==> src/rtl/ttt_pkg.sv <==
// Shared tic-tac-toe definitions for the move-entry stage and the winner checker.
package ttt_pkg;

    typedef enum logic [2:0] {
        S_IDLE,
        S_DECODE,
        S_COMMIT,
        S_SETTLE,
        S_RELEASE
    } state_t;

    localparam logic PLAYER1     = 1'b0;
    localparam logic PLAYER2     = 1'b1;
    localparam int   NUM_SQUARES = 9;

    typedef enum logic [1:0] {
        WIN_NONE = 2'b00,
        WIN_P1   = 2'b01,
        WIN_P2   = 2'b10,
        WIN_DRAW = 2'b11
    } winner_t;

    // Cell 0..2 along one axis from precomputed bounds b0 <= b1 <= b2 <= b3; 3 means off-board.
    function automatic logic [1:0] axis_cell(input logic [12:0] pos,
                                             input logic [12:0] b0,
                                             input logic [12:0] b1,
                                             input logic [12:0] b2,
                                             input logic [12:0] b3);
        if (pos < b0 || pos >= b3) return 2'd3;
        if (pos < b1)              return 2'd0;
        if (pos < b2)              return 2'd1;
        return 2'd2;
    endfunction

endpackage

==> src/rtl/square_decode.sv <==
// Combinational mapping of a cursor position to a board square index (row*3+col) and valid flag.
module square_decode
    import ttt_pkg::*;
#(
    parameter int BOARD_X0  = 212,
    parameter int BOARD_Y0  = 84,
    parameter int CELL_SIZE = 200
) (
    input  logic [11:0] xpos,
    input  logic [11:0] ypos,
    output logic [3:0]  idx,
    output logic        valid
);

    // 13-bit bounds so the far edge of the board cannot wrap.
    localparam logic [12:0] X_B0 = 13'(BOARD_X0);
    localparam logic [12:0] X_B1 = 13'(BOARD_X0 + CELL_SIZE);
    localparam logic [12:0] X_B2 = 13'(BOARD_X0 + 2 * CELL_SIZE);
    localparam logic [12:0] X_B3 = 13'(BOARD_X0 + 3 * CELL_SIZE);
    localparam logic [12:0] Y_B0 = 13'(BOARD_Y0);
    localparam logic [12:0] Y_B1 = 13'(BOARD_Y0 + CELL_SIZE);
    localparam logic [12:0] Y_B2 = 13'(BOARD_Y0 + 2 * CELL_SIZE);
    localparam logic [12:0] Y_B3 = 13'(BOARD_Y0 + 3 * CELL_SIZE);

    logic [1:0] col;
    logic [1:0] row;

    // NOTE: every output is assigned on every pass through this block, so no latch can be inferred.
    always_comb begin
        col   = axis_cell({1'b0, xpos}, X_B0, X_B1, X_B2, X_B3);
        row   = axis_cell({1'b0, ypos}, Y_B0, Y_B1, Y_B2, Y_B3);
        valid = (col != 2'd3) && (row != 2'd3);
        idx   = valid ? (4'(row) * 4'd3 + 4'(col)) : 4'd0;
    end

endmodule

==> src/rtl/board_ctrl.sv <==
// Move-entry stage: turns left-button presses into tic-tac-toe moves and publishes the board
// to the winner checker, freezing it while game_over is high.
module board_ctrl
    import ttt_pkg::*;
#(
    parameter int BOARD_X0  = 212,
    parameter int BOARD_Y0  = 84,
    parameter int CELL_SIZE = 200
) (
    input  logic        pclk,
    input  logic        rst,
    input  logic [11:0] mouse_xpos,
    input  logic [11:0] mouse_ypos,
    input  logic        mouse_left,
    input  logic        new_game,
    input  logic        game_over,
    output logic [8:0]  square1to9,
    output logic [8:0]  square1to9_color,
    output logic        current_player,
    output logic [3:0]  move_count
);

    state_t      state;
    logic        btn_q;
    logic        settle_cnt;
    logic [11:0] x_cap;
    logic [11:0] y_cap;
    logic [3:0]  sq_idx;
    logic        sq_valid;
    logic [3:0]  dec_idx;
    logic        dec_valid;
    logic        press_edge;

    assign press_edge = mouse_left && !btn_q;

    square_decode #(
        .BOARD_X0  (BOARD_X0),
        .BOARD_Y0  (BOARD_Y0),
        .CELL_SIZE (CELL_SIZE)
    ) u_square_decode (
        .xpos  (x_cap),
        .ypos  (y_cap),
        .idx   (dec_idx),
        .valid (dec_valid)
    );

    // NOTE: non-blocking assignments so every register samples the values from before the edge.
    always_ff @(posedge pclk) begin
        if (rst) begin
            state            <= S_IDLE;
            btn_q            <= 1'b0;
            settle_cnt       <= 1'b0;
            x_cap            <= '0;
            y_cap            <= '0;
            sq_idx           <= '0;
            sq_valid         <= 1'b0;
            square1to9       <= '0;
            square1to9_color <= '0;
            current_player   <= PLAYER1;
            move_count       <= '0;
        end else begin
            // The button register keeps tracking through new_game, so a held button yields no edge.
            btn_q <= mouse_left;
            if (new_game) begin
                state            <= S_IDLE;
                sq_valid         <= 1'b0;
                square1to9       <= '0;
                square1to9_color <= '0;
                current_player   <= PLAYER1;
                move_count       <= '0;
            end else begin
                case (state)
                    S_IDLE: begin
                        if (press_edge && !game_over) begin
                            x_cap <= mouse_xpos;
                            y_cap <= mouse_ypos;
                            state <= S_DECODE;
                        end
                    end
                    S_DECODE: begin
                        sq_idx   <= dec_idx;
                        sq_valid <= dec_valid;
                        state    <= S_COMMIT;
                    end
                    S_COMMIT: begin
                        if (sq_valid && !square1to9[sq_idx]) begin
                            square1to9[sq_idx]       <= 1'b1;
                            square1to9_color[sq_idx] <= current_player;
                            current_player           <= ~current_player;
                            if (move_count != 4'(NUM_SQUARES))
                                move_count <= move_count + 4'd1;
                        end
                        settle_cnt <= 1'b0;
                        state      <= S_SETTLE;
                    end
                    S_SETTLE: begin
                        // Two cycles: lets the registered game_over catch up with the new board.
                        settle_cnt <= 1'b1;
                        if (settle_cnt)
                            state <= S_RELEASE;
                    end
                    S_RELEASE: begin
                        if (!mouse_left)
                            state <= S_IDLE;
                    end
                    default: state <= S_IDLE;
                endcase
            end
        end
    end

endmodule

==> config.mk <==
export PLATFORM = sky130hd
export DESIGN_NAME = board_ctrl
export DESIGN_NICKNAME = d
export VERILOG_FILES = /design/src/rtl/ttt_pkg.sv /design/src/rtl/square_decode.sv /design/src/rtl/board_ctrl.sv
export SDC_FILE = /design/constraint.sdc
export NUM_CORES = 1
export LEC_CHECK = 0
export ABC_AREA = 1
export ABC_CLOCK_PERIOD_IN_PS = 6100
export CELL_PAD_IN_SITES_DETAIL_PLACEMENT = 1
export CELL_PAD_IN_SITES_GLOBAL_PLACEMENT = 1
export CORE_ASPECT_RATIO = 1.1
export CORE_MARGIN = 5
export CORE_UTILIZATION = 48
export DETAILED_ROUTE_END_ITERATION = 10
export DONT_BUFFER_PORTS = 1
export MAX_ROUTING_LAYER = met4
export PLACE_DENSITY_LB_ADDON = 0.12
export SKIP_CTS_REPAIR_TIMING = 1
export SYNTH_ARGS = -nofsm -noshare
export SYNTH_HDL_FRONTEND = slang
export SYNTH_SLANG_ARGS = --single-unit
export TNS_END_PERCENT = 1
==> constraint.sdc <==
create_clock -name pclk -period 6.1 [get_ports pclk]
set_input_delay 0.305 -clock pclk [delete_from_list [all_inputs] [get_ports pclk]]
set_output_delay 0.305 -clock pclk [all_outputs]
set_load 0.1 [all_outputs]
==> flow_metrics.tcl <==
set metrics [dict create \
    row_count 28 \
    combPwrFrac_pct 10.3 \
    top_layer "met4" \
    worst_pin_slew_ns 1.10 \
    syn_inst 383 \
    grt_overflow_total 0 \
    drc 0 \
    power_switching_mw 0.160 \
    clkLatencyLatePin_ns 0.30 \
    num_io_pins 52 \
    drt-met1-wl_um 2550 \
    finalPower_mw 0.616 \
    synth.top_cells.by_area "dfxtp_1 (40%), nor2_1 (8.1%), nand2_1 (7.6%), inv_1 (6.9%), a21oi_1 (6.7%)" \
    gp_congestion 0.840 \
    power.density_nw_per_um2 222 \
    wirelength_um 5950 \
    skew_ns 0.00814 \
    synth_most_common_cell "nor2_1" \
    yosys_warnings 0 \
    synth_edf_count 0 \
    critPathKind "register to register" \
    cts-root-buf "clkbuf_8" \
    path_max_fanout 7 \
    ant_nets 0 \
    die_w_um 81.2 \
    synth.distinct_cells 33 \
    crit_arrival_ns 2.70 \
    areaGrowthSynthToFinish_pct 3.31 \
    portBuffers 0 \
    async_flop_share_pct 0 \
    numCtsBuffers 5 \
    layout-drive-gt1-share_pct 7.41 \
    first_iter_violations 48 \
    slew_viol_final 0 \
    finalCriticalPeriod_ns 2.45 \
    cp.required_ns 6.34 \
    cp-end-kind "register" \
    synth_top_area_share_pct 39.6 \
    met2_length_um 3030 \
    setup_violations 0 \
    cap_violations 0 \
    power.share.switching_pct 26.0 \
    met3WireLength_um 274 \
    pre_cts_slack_ns 3.62 \
    grt_pass1_wl_um 10300 \
    min_path_type "input port to register" \
    critPathLaunchType "register" \
    yosys_most_used_dff "dfxtp_1" \
    fmax_mhz 408 \
    start_util_pct 49.7 \
    synth_area_leader_cell "dfxtp_1" \
    track_usage_pct 18.6 \
    post_drt_wl_per_cell_um 13.1 \
    post_drt_via_cell_ratio 5.23 \
    holdPathStages 1 \
    cts_num_sinks 53 \
    dpl.hpwl_um 4580 \
    final_nets 412 \
    grt_max_degree 31 \
    ys_seq_elements 53 \
    die_height_um 88.4 \
    synth_area_per_cell_um2 7.00 \
    n_antenna_cell 0 \
    fin_crit_sh_pct 40.2 \
    reg2reg_depth 13 \
    power.leakage_nw 1.09 \
    antenna_found_initial 0 \
    path_clk_slew_ns 0.09 \
    vdd_drop_max_mv 0.125 \
    slew_headroom_pct 26.7 \
    cts-htree-levels 2 \
    cts_buffer_depth 2 \
    core-area_um2 5400 \
    p_int_mw 0.456 \
    rsz0062_at_grt "false" \
    grt_pass1_vias 2416 \
    cts_tree "built" \
    seq_area_frac_synth_pct 39.6 \
    setup_ws_ns 3.65 \
    synth.cell_area_um2 2680 \
    status "completed" \
    power_frac_seq_pct 58.7 \
    synth_fp_nets 418 \
    drt_pass1_iterations 4 \
    setup-tns-final_ns 0 \
    dieArea_um2 7180 \
    p_clk_share_pct 31.0 \
    vias 2368 \
    finalHoldViolations 0 \
    synth_commonest_cells "nor2_1 (58), nand2_1 (54), dfxtp_1 (53)" \
]
==> cell usage in the layout, fill, tap and decap left out, types with 5 or more instances in the layout <==
| master | netlist | final |
|---|---|---|
| dfxtp_1 | 53 | 53 |
| nor2_1 | 58 | 58 |
| o21ai_0 | 16 | 16 |
| ha_1 | 5 | 5 |
| nor2_2 | 5 | 5 |
| nand3_1 | 19 | 19 |
| nand2_2 | 5 | 5 |
| nand4_1 | 19 | 19 |
| a21oi_1 | 36 | 36 |
| inv_1 | 49 | 49 |
| nand2_1 | 54 | 54 |
| clkbuf_8 | 0 | 5 |
| o21ai_1 | 23 | 23 |
==> registers in the layout, summed over array words and instances, names as in the netlist <==
signal	flops
square1to9_color	9
y_cap	10
state	3
sq_idx	4
square1to9	9
settle_cnt	1
current_player	1
move_count	4
x_cap	10
sq_valid	1
btn_q	1
==> path summary, 6_finish.rpt <==
kind / from / end / slack (ns)
max: y_cap[10] / sq_idx[2] / 3.65
min: rst / btn_q / 0.07
max reg2reg: y_cap[10] / sq_idx[2] / 3.65
min reg2reg: y_cap[11] / y_cap[11] / 0.48
==> metal layers <==
metal | vias to the layer above | track usage (%)
li1 | 1234 | -
met1 | 1084 | 19.6
met2 | 43 | 34.1
met3 | 7 | 3.97
met4 | 0 | 6.14
met5 | - | -
==> per-stage QoR <==
step           std cells  cell area [um2]  hold WS [ns]  utilization, %
6_report             453             2770        0.0671            51.3
5_1_grt              453             2770        0.0521            51.3
4_1_cts              453             2770        0.0580            51.3
3_5_place_dp         445             2690         0.385            49.8
3_3_place_gp         445             2690         0.379            49.8
2_1_floorplan        383             2680         0.377               -
==> critical path, cell delays in order (launching register included) <==
cell and delay [ns]:
dfxtp_1 0.32, or2_1 0.24, nor3_1 0.15, nand3_1 0.09
nand2_1 0.19, inv_1 0.11, a21oi_1 0.14, ha_1 0.25
ha_1 0.20, inv_1 0.06, fa_1 0.40, inv_1 0.06
nand3_1 0.07, a21oi_1 0.12
==> final cells by class <==
type                            count  area [um2]
Clock buffer                        6        72.6
Multi-Input combinational cell    261        1320
Tap cell                           75        93.8
Sequential cell                    53        1060
Timing Repair Buffer                1        7.51
Fill cell                         737        2630
Clock inverter                      2        10.0
Inverter                           55         208
==> power groups by stage <==
stage                     Sequential (mW)  Combinational, mW  Clock [mW]
after global routing                0.363             0.0758       0.214
after floorplan                     0.367             0.0536           0
after detailed placement            0.370             0.0651           0
after global placement              0.369             0.0626           0
final                               0.362             0.0635       0.191
after CTS                           0.362             0.0654       0.201
==> logic make-up after synthesis <==
kind of cell    synth area share, %
simple gates                   28.8
compound gates                 16.6
buf+inv                        11.3
flops                          39.6
fa+ha+maj                      3.08
xor+xnor                      0.654
Note: power is estimated with default switching activity, not from simulation.
